### src/rtl/ibex_pkg.sv
// Shared FPU types: operand classification, rounding modes and the
// flag bit positions used by the float-to-integer converter.
package ibex_pkg;

  typedef enum logic [2:0] {
    CLS_ZERO    = 3'd0,
    CLS_SUBNORM = 3'd1,
    CLS_NORMAL  = 3'd2,
    CLS_INF     = 3'd3,
    CLS_NAN     = 3'd4
  } Classif_e;

  typedef enum logic [1:0] {
    RND_RNE = 2'b00,
    RND_RTZ = 2'b01,
    RND_RDN = 2'b10,
    RND_RUP = 2'b11
  } fp_rnd_e;

  localparam int FP2I_INVALID = 0;
  localparam int FP2I_UNDER   = 1;
  localparam int FP2I_INEXACT = 2;

endpackage

### src/rtl/fp_classify.sv
// Sign-agnostic operand classifier for any EXP_W/MAN_W floating-point format.
module fp_classify
  import ibex_pkg::*;
#(
  parameter int EXP_W = 8,
  parameter int MAN_W = 7
) (
  input  logic [EXP_W-1:0] i_exp,
  input  logic [MAN_W-1:0] i_man,
  output Classif_e         o_cls
);

  always_comb begin
    if (&i_exp) begin
      o_cls = (|i_man) ? CLS_NAN : CLS_INF;
    end else if (i_exp == '0) begin
      o_cls = (|i_man) ? CLS_SUBNORM : CLS_ZERO;
    end else begin
      o_cls = CLS_NORMAL;
    end
  end

endmodule

### src/rtl/fp_to_int_pipe.sv
// Two-stage float-to-integer converter with saturation and IEEE flags.
// Define FP2INT_ROUND_EN to honour rnd_mode_i; otherwise RTZ is always used.
module fp_to_int_pipe
  import ibex_pkg::*;
#(
  parameter int EXP_W = 8,
  parameter int MAN_W = 7,
  parameter int INT_W = 32
) (
  input  logic                     clk_i,
  input  logic                     rst_ni,
  input  logic                     in_valid_i,
  output logic                     in_ready_o,
  input  logic [EXP_W+MAN_W:0]     fp_i,
  input  logic                     signed_i,
  input  logic [1:0]               rnd_mode_i,
  output logic                     out_valid_o,
  input  logic                     out_ready_i,
  output logic [INT_W-1:0]         int_o,
  output logic [2:0]               flag_o
);

  localparam int BIAS = (1 << (EXP_W - 1)) - 1;
  localparam int SHW  = $clog2(INT_W + 2);
  localparam int AW   = INT_W + MAN_W + 1;
  localparam logic [INT_W-1:0] SMAX = {1'b0, {(INT_W-1){1'b1}}};
  localparam logic [INT_W-1:0] SMIN = {1'b1, {(INT_W-1){1'b0}}};

  // Handshake: a stage loads when its successor can take its item, so
  // in_ready_o is combinational from out_ready_i and no item is lost.
  logic r_s1_valid, r_s2_valid;
  logic w_s2_load, w_s1_load;
  assign w_s2_load  = !r_s2_valid || out_ready_i;
  assign in_ready_o = !r_s1_valid || w_s2_load;
  assign w_s1_load  = in_valid_i && in_ready_o;

  Classif_e w_cls;
  fp_classify #(.EXP_W(EXP_W), .MAN_W(MAN_W)) u_classify (
    .i_exp (fp_i[MAN_W +: EXP_W]),
    .i_man (fp_i[MAN_W-1:0]),
    .o_cls (w_cls)
  );

  // Shift places the hidden bit at weight 2^E; INT_W+1 means "below one half".
  logic signed [31:0] w_e;
  logic               w_big;
  logic [SHW-1:0]     w_sh;
  always_comb begin
    w_e   = signed'(32'(fp_i[MAN_W +: EXP_W])) - BIAS;
    w_big = (w_e >= INT_W);
    if (w_e <= -2) begin
      w_sh = SHW'(INT_W + 1);
    end else if (w_big) begin
      w_sh = '0;
    end else begin
      w_sh = SHW'(INT_W - 1 - w_e);
    end
  end

  Classif_e       r_s1_cls;
  logic           r_s1_sign, r_s1_big, r_s1_signed;
  logic [SHW-1:0] r_s1_sh;
  logic [MAN_W:0] r_s1_sig;
`ifdef FP2INT_ROUND_EN
  fp_rnd_e        r_s1_mode;
`endif

  always_ff @(posedge clk_i or negedge rst_ni) begin
    if (!rst_ni) begin
      r_s1_valid  <= 1'b0;
      r_s1_cls    <= CLS_ZERO;
      r_s1_sign   <= 1'b0;
      r_s1_big    <= 1'b0;
      r_s1_signed <= 1'b0;
      r_s1_sh     <= '0;
      r_s1_sig    <= '0;
`ifdef FP2INT_ROUND_EN
      r_s1_mode   <= RND_RNE;
`endif
    end else begin
      if (in_ready_o) r_s1_valid <= in_valid_i;
      if (w_s1_load) begin
        r_s1_cls    <= w_cls;
        r_s1_sign   <= fp_i[EXP_W+MAN_W];
        r_s1_big    <= w_big;
        r_s1_signed <= signed_i;
        r_s1_sh     <= w_sh;
        r_s1_sig    <= {1'b1, fp_i[MAN_W-1:0]};
`ifdef FP2INT_ROUND_EN
        r_s1_mode   <= fp_rnd_e'(rnd_mode_i);
`endif
      end
    end
  end

  logic [AW-1:0]    w_aligned;
  logic [INT_W-1:0] w_int_part;
  logic             w_guard, w_sticky, w_inc;
  logic [INT_W:0]   w_mag;
  always_comb begin
    w_aligned = {r_s1_sig, {INT_W{1'b0}}} >> r_s1_sh;
    if (r_s1_sh > SHW'(INT_W)) begin
      w_int_part = '0;
      w_guard    = 1'b0;
      w_sticky   = 1'b1;
    end else begin
      w_int_part = w_aligned[AW-1 -: INT_W];
      w_guard    = w_aligned[MAN_W];
      w_sticky   = |w_aligned[MAN_W-1:0];
    end
  end

`ifdef FP2INT_ROUND_EN
  always_comb begin
    case (r_s1_mode)
      RND_RNE: w_inc = w_guard & (w_sticky | w_int_part[0]);
      RND_RDN: w_inc = r_s1_sign & (w_guard | w_sticky);
      RND_RUP: w_inc = !r_s1_sign & (w_guard | w_sticky);
      default: w_inc = 1'b0;
    endcase
  end
`else
  logic w_unused_mode;
  assign w_unused_mode = ^rnd_mode_i;
  assign w_inc = 1'b0;
`endif

  assign w_mag = {1'b0, w_int_part} + {{INT_W{1'b0}}, w_inc};

  logic [INT_W-1:0] w_res;
  logic [2:0]       w_flag;
  logic             w_ovf_pos, w_ovf_neg;
  always_comb begin
    w_res     = '0;
    w_flag    = '0;
    w_ovf_pos = 1'b0;
    w_ovf_neg = 1'b0;
    case (r_s1_cls)
      CLS_ZERO: w_res = '0;
      CLS_SUBNORM: begin
        w_flag[FP2I_UNDER]   = 1'b1;
        w_flag[FP2I_INEXACT] = 1'b1;
      end
      CLS_NAN: w_ovf_pos = 1'b1;
      CLS_INF: begin
        w_ovf_pos = !r_s1_sign;
        w_ovf_neg = r_s1_sign;
      end
      default: begin
        if (r_s1_big) begin
          w_ovf_pos = !r_s1_sign;
          w_ovf_neg = r_s1_sign;
        end else if (r_s1_signed) begin
          w_ovf_pos = !r_s1_sign && (w_mag > {1'b0, SMAX});
          w_ovf_neg = r_s1_sign && (w_mag > {1'b0, SMIN});
        end else begin
          w_ovf_pos = !r_s1_sign && w_mag[INT_W];
          w_ovf_neg = r_s1_sign && (w_mag != '0);
        end
        w_res = r_s1_sign ? -w_mag[INT_W-1:0] : w_mag[INT_W-1:0];
        w_flag[FP2I_UNDER]   = (w_mag == '0);
        w_flag[FP2I_INEXACT] = w_guard | w_sticky;
      end
    endcase
    // Saturation overrides everything, including inexact.
    if (w_ovf_pos) begin
      w_res  = r_s1_signed ? SMAX : '1;
      w_flag = 3'b001;
    end else if (w_ovf_neg) begin
      w_res  = r_s1_signed ? SMIN : '0;
      w_flag = 3'b001;
    end
  end

  logic [INT_W-1:0] r_int;
  logic [2:0]       r_flag;
  always_ff @(posedge clk_i or negedge rst_ni) begin
    if (!rst_ni) begin
      r_s2_valid <= 1'b0;
      r_int      <= '0;
      r_flag     <= '0;
    end else if (w_s2_load) begin
      r_s2_valid <= r_s1_valid;
      if (r_s1_valid) begin
        r_int  <= w_res;
        r_flag <= w_flag;
      end
    end
  end

  assign out_valid_o = r_s2_valid;
  assign int_o       = r_int;
  assign flag_o      = r_flag;

endmodule

### config.mk
export PLATFORM = sky130hd
export DESIGN_NAME = fp_to_int_pipe
export DESIGN_NICKNAME = d
export VERILOG_FILES = /design/src/rtl/ibex_pkg.sv /design/src/rtl/fp_classify.sv /design/src/rtl/fp_to_int_pipe.sv
export SDC_FILE = /design/constraint.sdc
export NUM_CORES = 1
export LEC_CHECK = 0
export ABC_AREA = 1
export CAP_MARGIN = 10
export CORE_UTILIZATION = 40
export CTS_BUF_LIST = sky130_fd_sc_hd__clkbuf_8
export DETAILED_ROUTE_END_ITERATION = 8
export HOLD_SLACK_MARGIN = 0.02
export SLEW_MARGIN = 25
export SYNTH_ARGS = -nofsm -noshare
export SYNTH_HDL_FRONTEND = slang
export SYNTH_SLANG_ARGS = --single-unit
### constraint.sdc
create_clock -name clk_i -period 3.32 [get_ports clk_i]
set_clock_uncertainty 0.1 [all_clocks]
set_input_delay 0.83 -clock clk_i [delete_from_list [all_inputs] [get_ports clk_i]]
set_output_delay 0.83 -clock clk_i [all_outputs]
set_load 0.02 [all_outputs]
==> results of run 1 <==
-- sequential cells by signal (all words and copies together) (netlist names) --
register and count:
int_o 32, r_s1_sig 8, r_s1_sh 6, flag_o 3
r_s1_cls 3, out_valid_o 1, r_s1_big 1, r_s1_sign 1
r_s1_signed 1, r_s1_valid 1
-- per-stage QoR --
stage                     hold WS, ns  cells  setup WS, ns  total power (uW)  util, %
after floorplan                 0.391    699         0.920              2350        -
after global placement          0.371    890         0.354              3030     47.8
after detailed placement        0.379    890         0.339              3040     47.8
after CTS                       0.400    906         0.330              3640     49.3
after global routing            0.394    906         0.116              3890     49.3
final                           0.348    906         0.286              3620     49.3
-- cells by family after synthesis --
family,count (synthesis),share of synthesized area (%)
AND/OR/NAND/NOR,444,46.3
buffers and inverters,90,8.82
AO/OA/AOI/OAI,81,9.89
flip-flops,57,29.7
XOR/XNOR,23,4.20
adder cells (fa/ha/maj),4,1.04
-- cell usage in the layout, fill, tap and decap left out, drive strengths merged --
cell and n:
nand3 84, xnor2 11, o21ai 28, nand2 204, nand4 30, nor4 2, nor2 111, clkbuf 10
clkinv 3, nor3 8, or2 1, nand3b 3, o41ai 1, clkdlybuf4s50 56, o211ai 5, xor2 12
inv 64, a31oi 3, o22ai 3, ha 4, dfrtp 57, a21oi 41, and2 1, buf 21
-- power by group through the flow --
stage | clock network (uW) | logic (uW) | registers, uW
3_5_place_dp | 0 | 2010 | 1030
5_1_grt | 639 | 2210 | 1040
4_1_cts | 604 | 2020 | 1020
6_report | 587 | 2010 | 1020
2_1_floorplan | 0 | 1120 | 1230
3_3_place_gp | 0 | 2000 | 1020
-- worst max path at each step --
| stage | start | end | slack, ns | cells after the start |
|---|---|---|---|---|
| after floorplan | r_s1_sh[5] | int_o[11] | 0.92 | 15 |
| after global placement | out_ready_i | in_ready_o | 0.35 | 4 |
| after detailed placement | out_ready_i | in_ready_o | 0.34 | 4 |
| after CTS | out_ready_i | in_ready_o | 0.33 | 4 |
| after global routing | r_s1_sh[2] | int_o[30] | 0.12 | 15 |
| final | r_s1_sh[2] | int_o[30] | 0.29 | 15 |
-- metal layers --
layer	routed length (um)	track usage, %	vias up
met5	0	0	-
met4	393	10.5	0
met3	510	3.86	27
met2	6280	38.6	106
met1	6480	30.2	2209
li1	-	-	2398
-- critical path, stage by stage, from the launching register on --
cell and delay [ns]:
dfrtp_1 0.47, buf_4 0.21, nor2_1 0.31, inv_1 0.13, nor2_1 0.21, nand2_1 0.13, inv_1 0.20, nand3_1 0.10
nor2_1 0.17, nand3_1 0.14, nand3_1 0.11, nand3_2 0.10, nand2_4 0.15, buf_12 0.18, nand3_1 0.09, a21oi_1 0.12
-- layout make-up --
| class | count | area (um^2) |
|---|---|---|
| clock buffers | 10 | 138 |
| clock inverters | 6 | 28.8 |
| fillers | 1187 | 5870 |
| inverters | 61 | 243 |
| multi-input cells | 552 | 2950 |
| flip-flops and latches | 57 | 1430 |
| well taps | 143 | 179 |
| repair buffers | 77 | 731 |
==> results by group, run 1 <==
Outcome
  • Run status: finished, violations left
  • Violated checks: DRC

GRT
  • First-pass GRT wire length: 23.0 mm
  • GRT overflow: 0
  • Vias in the first global route: 4675
  • Antenna violations before repair: 0
  • Total Routing Usage GR: 23.4%
  • Largest net degree at the start of global routing: 45

Logic synthesis
  • Post-Syn Area: 4800 um^2
  • Avg Inst Size Synth: 6.86 um^2
  • EDFF count, synth: 0
  • Commonest cells in the netlist: 167 x nand2_1, 101 x nor2_1, 65 x nand3_1
  • Seq/Total Area, Yosys: between 20% and 30%
  • Fraction of registers with async set/reset: 100%
  • Count leader, synth: nand2_1
  • Count of distinct cell types in the synthesized netlist: 37
  • Synth top area share: approximately 30%
  • Post-synth top flop: dfrtp_1
  • FF+latch count, synth: 57
  • Gate Count Post-Synth: between 600 and 700
  • Post-Syn Nets: 726
  • Syn. warnings: 0
  • Synth area leaders: dfrtp_1 30%, nand2_1 13%, nor2_1 7.9%, nand3_1 6.8%, inv_1 4.1%
  • Largest area contributor in the netlist: dfrtp_1

Pwr
  • Comb pwr share: 55.6%
  • Switching Share: roughly 46%
  • Clock power frac: between 10% and 20%
  • Peak supply drop: 0.295 mV
  • Sw power: approximately 1700 uW
  • Flop pwr share: 28.1%
  • P_leak: ~0.0027 uW
  • Power Density: 635 nW/um^2
  • Cell Int Power: approximately 2000 uW

Clock network
  • CTS Buf Count: 9
  • Clock root buffer: clkbuf_8
  • Worst-skew pair later-pin latency: 0.37 ns
  • Hold buffer count at CTS: 0
  • Clk sinks: 57
  • Clock-pin slew on the worst setup and hold paths: ~0.070 ns
  • Postcts setup bufs: 0
  • Clock tree buffer depth: 2
  • CTS H-tree lvls: 3
  • Post-CTS Resized: 0
  • CTS tree: built

Routing
  • Drt initial violations: 294
  • Final ANT Viol Nets: 0
  • Final WL: about 14 mm
  • Vias per cell: 5.23
  • Remaining DRCs: 1
  • Routed via count: 4740
  • Routed WL per cell: about 15 um
  • TritonRoute pass-1 iters: 9

Placed design
  • RePlAce Congestion: 0.917
  • Area post-placement: 5530 um^2
  • Hpwl dp: about 11 mm
  • IO Port Bufs: 57

Floorplanning
  • Die area: 12400 um^2
  • IO Count: 60
  • Die X: ~110 um
  • Core footprint: 11600 um^2
  • Cell Rows: 39
  • Initial Util: 41.5%
  • Die Ht: roughly 110 um

STA
  • Fmax: 330 MHz
  • Worst slew pin tran: between 0.6 and 0.7 ns
  • Period utilization: between 90% and 100%
  • Total Neg Setup Slack: 0 ns
  • Min Tclk post-route: between 3 and 4 ns
  • Final Slew Violations: 0
  • Setup-failing EPs final: 0
  • Slew headroom: between 50% and 60%
  • RSZ-0062 raised after global routing: false
  • Final-report hold violation count: 0

Critical path
  • Critical path type: reg2reg
  • R2R Path End: int_o[30]
  • Worst path required time: 3.51 ns
  • R2r setup slk: 0.29 ns
  • Kind of end point of the critical path: flip-flop
  • Largest fanout on the critical path: 19
  • Arrival @ worst endpoint: 3.22 ns
  • Worst Reg-to-Reg Cells: 15
  • CP Launch Type: flip-flop
  • RR Startpoint: r_s1_sh[2]

Finish
  • Final Cell Area: between 5000 and 6000 um^2
  • Layout area overhead: 18.8%
  • Fin nets: 785
  • Ratio of cells with drive above 1 in the final layout: between 15 and 20%
  • # diodes: 0

Run
  • Max Cap Viol: 0

Hold path
  • Min-Delay Path Class: in2async
Note: power is estimated with default switching activity, not from simulation.
==> inputs of run 2 (changes only) <==
- MAX_ROUTING_LAYER: default -> met4
==> run 2 against run 1 <==
The run still ends with DRC left. Non-clock buffer count increased by 1. Core utilization increased by 0.25 points. Register-to-register slack improved by 0.09 ns. Sequential power about the same. Power increased by 1.7%. Cell count increased by 0.11%. Routed wire length increased by 0.42%. Critical path type is now in2out.
==> results by group, run 2 (synthesis gave the netlist of run 1 again) <==
Placed design
  • Area post-placement: about 5500 um^2
  • RePlAce Congestion: 0.912
  • IO Port Bufs: between 50 and 60
  • Hpwl dp: between 10 and 15 mm

Finish
  • Largest register FFs: 32
  • Most frequent cells in the layout: 167 x nand2_1, 100 x nor2_1, 65 x nand3_1
  • Ratio of cells with drive above 1 in the final layout: 18.1%
  • # diodes: 0
  • Commonest non-fill, non-tap cell in the layout: nand2_1
  • Final Cell Area: 5730 um^2
  • Layout area overhead: 19.4%
  • Fin nets: 786

Routing
  • Vias per cell: 5.25
  • Remaining DRCs: 1
  • Final WL: 13.7 mm
  • Routed WL per cell: 15.1 um
  • Routed via count: 4764
  • Final ANT Viol Nets: 0
  • Drt initial violations: about 300
  • TritonRoute pass-1 iters: 7

Clock network
  • CTS Buf Count: 9
  • Worst-skew pair later-pin latency: 0.37 ns
  • Postcts setup bufs: 0
  • Clock-pin slew on the worst setup and hold paths: 0.08 ns
  • Clk sinks: 57
  • Clock root buffer: clkbuf_8
  • Post-CTS Resized: 0
  • CTS H-tree lvls: 3
  • Clock tree buffer depth: 2
  • Hold buffer count at CTS: 0
  • CTS tree: built

Floorplanning
  • Core footprint: 11600 um^2
  • Die Ht: about 110 um
  • Die area: 12400 um^2
  • IO Count: 60
  • Initial Util: 41.5%
  • Cell Rows: 39
  • Die X: 112 um

STA
  • Min Tclk post-route: 2.98 ns
  • Slew headroom: 56.2%
  • Worst slew pin tran: 0.657 ns
  • Setup-failing EPs final: 0
  • RSZ-0062 raised after global routing: false
  • Final Slew Violations: 0
  • Fmax: 336 MHz
  • Final-report hold violation count: 0
  • Period utilization: about 90%
  • Total Neg Setup Slack: 0 ns

GRT
  • Vias in the first global route: 4625
  • Total Routing Usage GR: 24.3%
  • First-pass GRT wire length: 22.9 mm
  • Antenna violations before repair: 0
  • GRT overflow: 0
  • Largest net degree at the start of global routing: 45

Critical path
  • Worst Reg-to-Reg Cells: 15
  • R2R Path End: int_o[30]
  • CP Launch Type: input pin
  • Worst path required time: 2.39 ns
  • Arrival @ worst endpoint: 2.05 ns
  • R2r setup slk: 0.38 ns
  • Largest fanout on the critical path: 3
  • RR Startpoint: r_s1_sh[1]
  • Critical path type: in2out
  • Kind of end point of the critical path: primary output

Run
  • Max Cap Viol: 0

Outcome
  • Run status: finished, violations left
  • Violated checks: DRC

Pwr
  • Peak supply drop: 0.403 mV
  • P_leak: 0.00274 uW
  • Power Density: between 600 and 700 nW/um^2

Hold path
  • Min-Delay Path Class: in2async
run 2: cell count changes in the layout (fill, tap and decap cells not counted), sizes merged:
cell | before | now
buf | 21 | 22
bufinv | 0 | 1
clkbuf | 10 | 9
clkinv | 3 | 4
clkinvlp | 0 | 1
inv | 64 | 62
run 2: area by class of cell:
| type | instances | area, um^2 |
|---|---|---|
| well taps | 143 | 179 |
| clock buffers | 9 | 124 |
| flip-flops and latches | 57 | 1430 |
| multi-input cells | 552 | 2950 |
| repair buffers | 78 | 738 |
| fillers | 1179 | 5840 |
| clock inverters | 7 | 63.8 |
| inverters | 61 | 243 |
run 2: per-layer routing:
metal / global-route usage (%) / share of wire [%] / vias up
met5: - / 0 / -
met1: 30.8 / 48 / 2196
li1: - / - / 2417
met4: 11.1 / 2.9 / 0
met3: 3.38 / 3.5 / 28
met2: 38.5 / 46 / 123
run 2: where the power goes:
group          internal [uW]  switching [uW]  leakage [uW]
clock                    339             316      0.000102
sequential               896             120      0.000677
combinational            784            1230       0.00196
run 2: worst max path at each step:
stage	start	end	cells past startpoint
after floorplan	r_s1_sh[5]	int_o[11]	15
after global placement	out_ready_i	in_ready_o	4
after detailed placement	out_ready_i	in_ready_o	4
after CTS	out_ready_i	in_ready_o	4
after global routing	r_s1_sh[1]	int_o[30]	17
final	out_ready_i	in_ready_o	4
run 2: stage by stage:
step | power, uW | util, % | std cells | hold slack, ns | setup WS [ns]
after floorplan | 2350 | - | 699 | 0.391 | 0.920
after global placement | 3040 | 47.9 | 891 | 0.371 | 0.348
after detailed placement | 3050 | 47.9 | 891 | 0.381 | 0.336
after CTS | 3710 | 49.5 | 907 | 0.405 | 0.328
after global routing | 3950 | 49.5 | 907 | 0.397 | 0.0589
final | 3680 | 49.5 | 907 | 0.355 | 0.341
run 2: worst max-delay path: stages:
cell and delay (ns):
clkdlybuf4s50_1 0.46, inv_1 0.05, nand3_1 0.10, clkdlybuf4s50_1 0.62
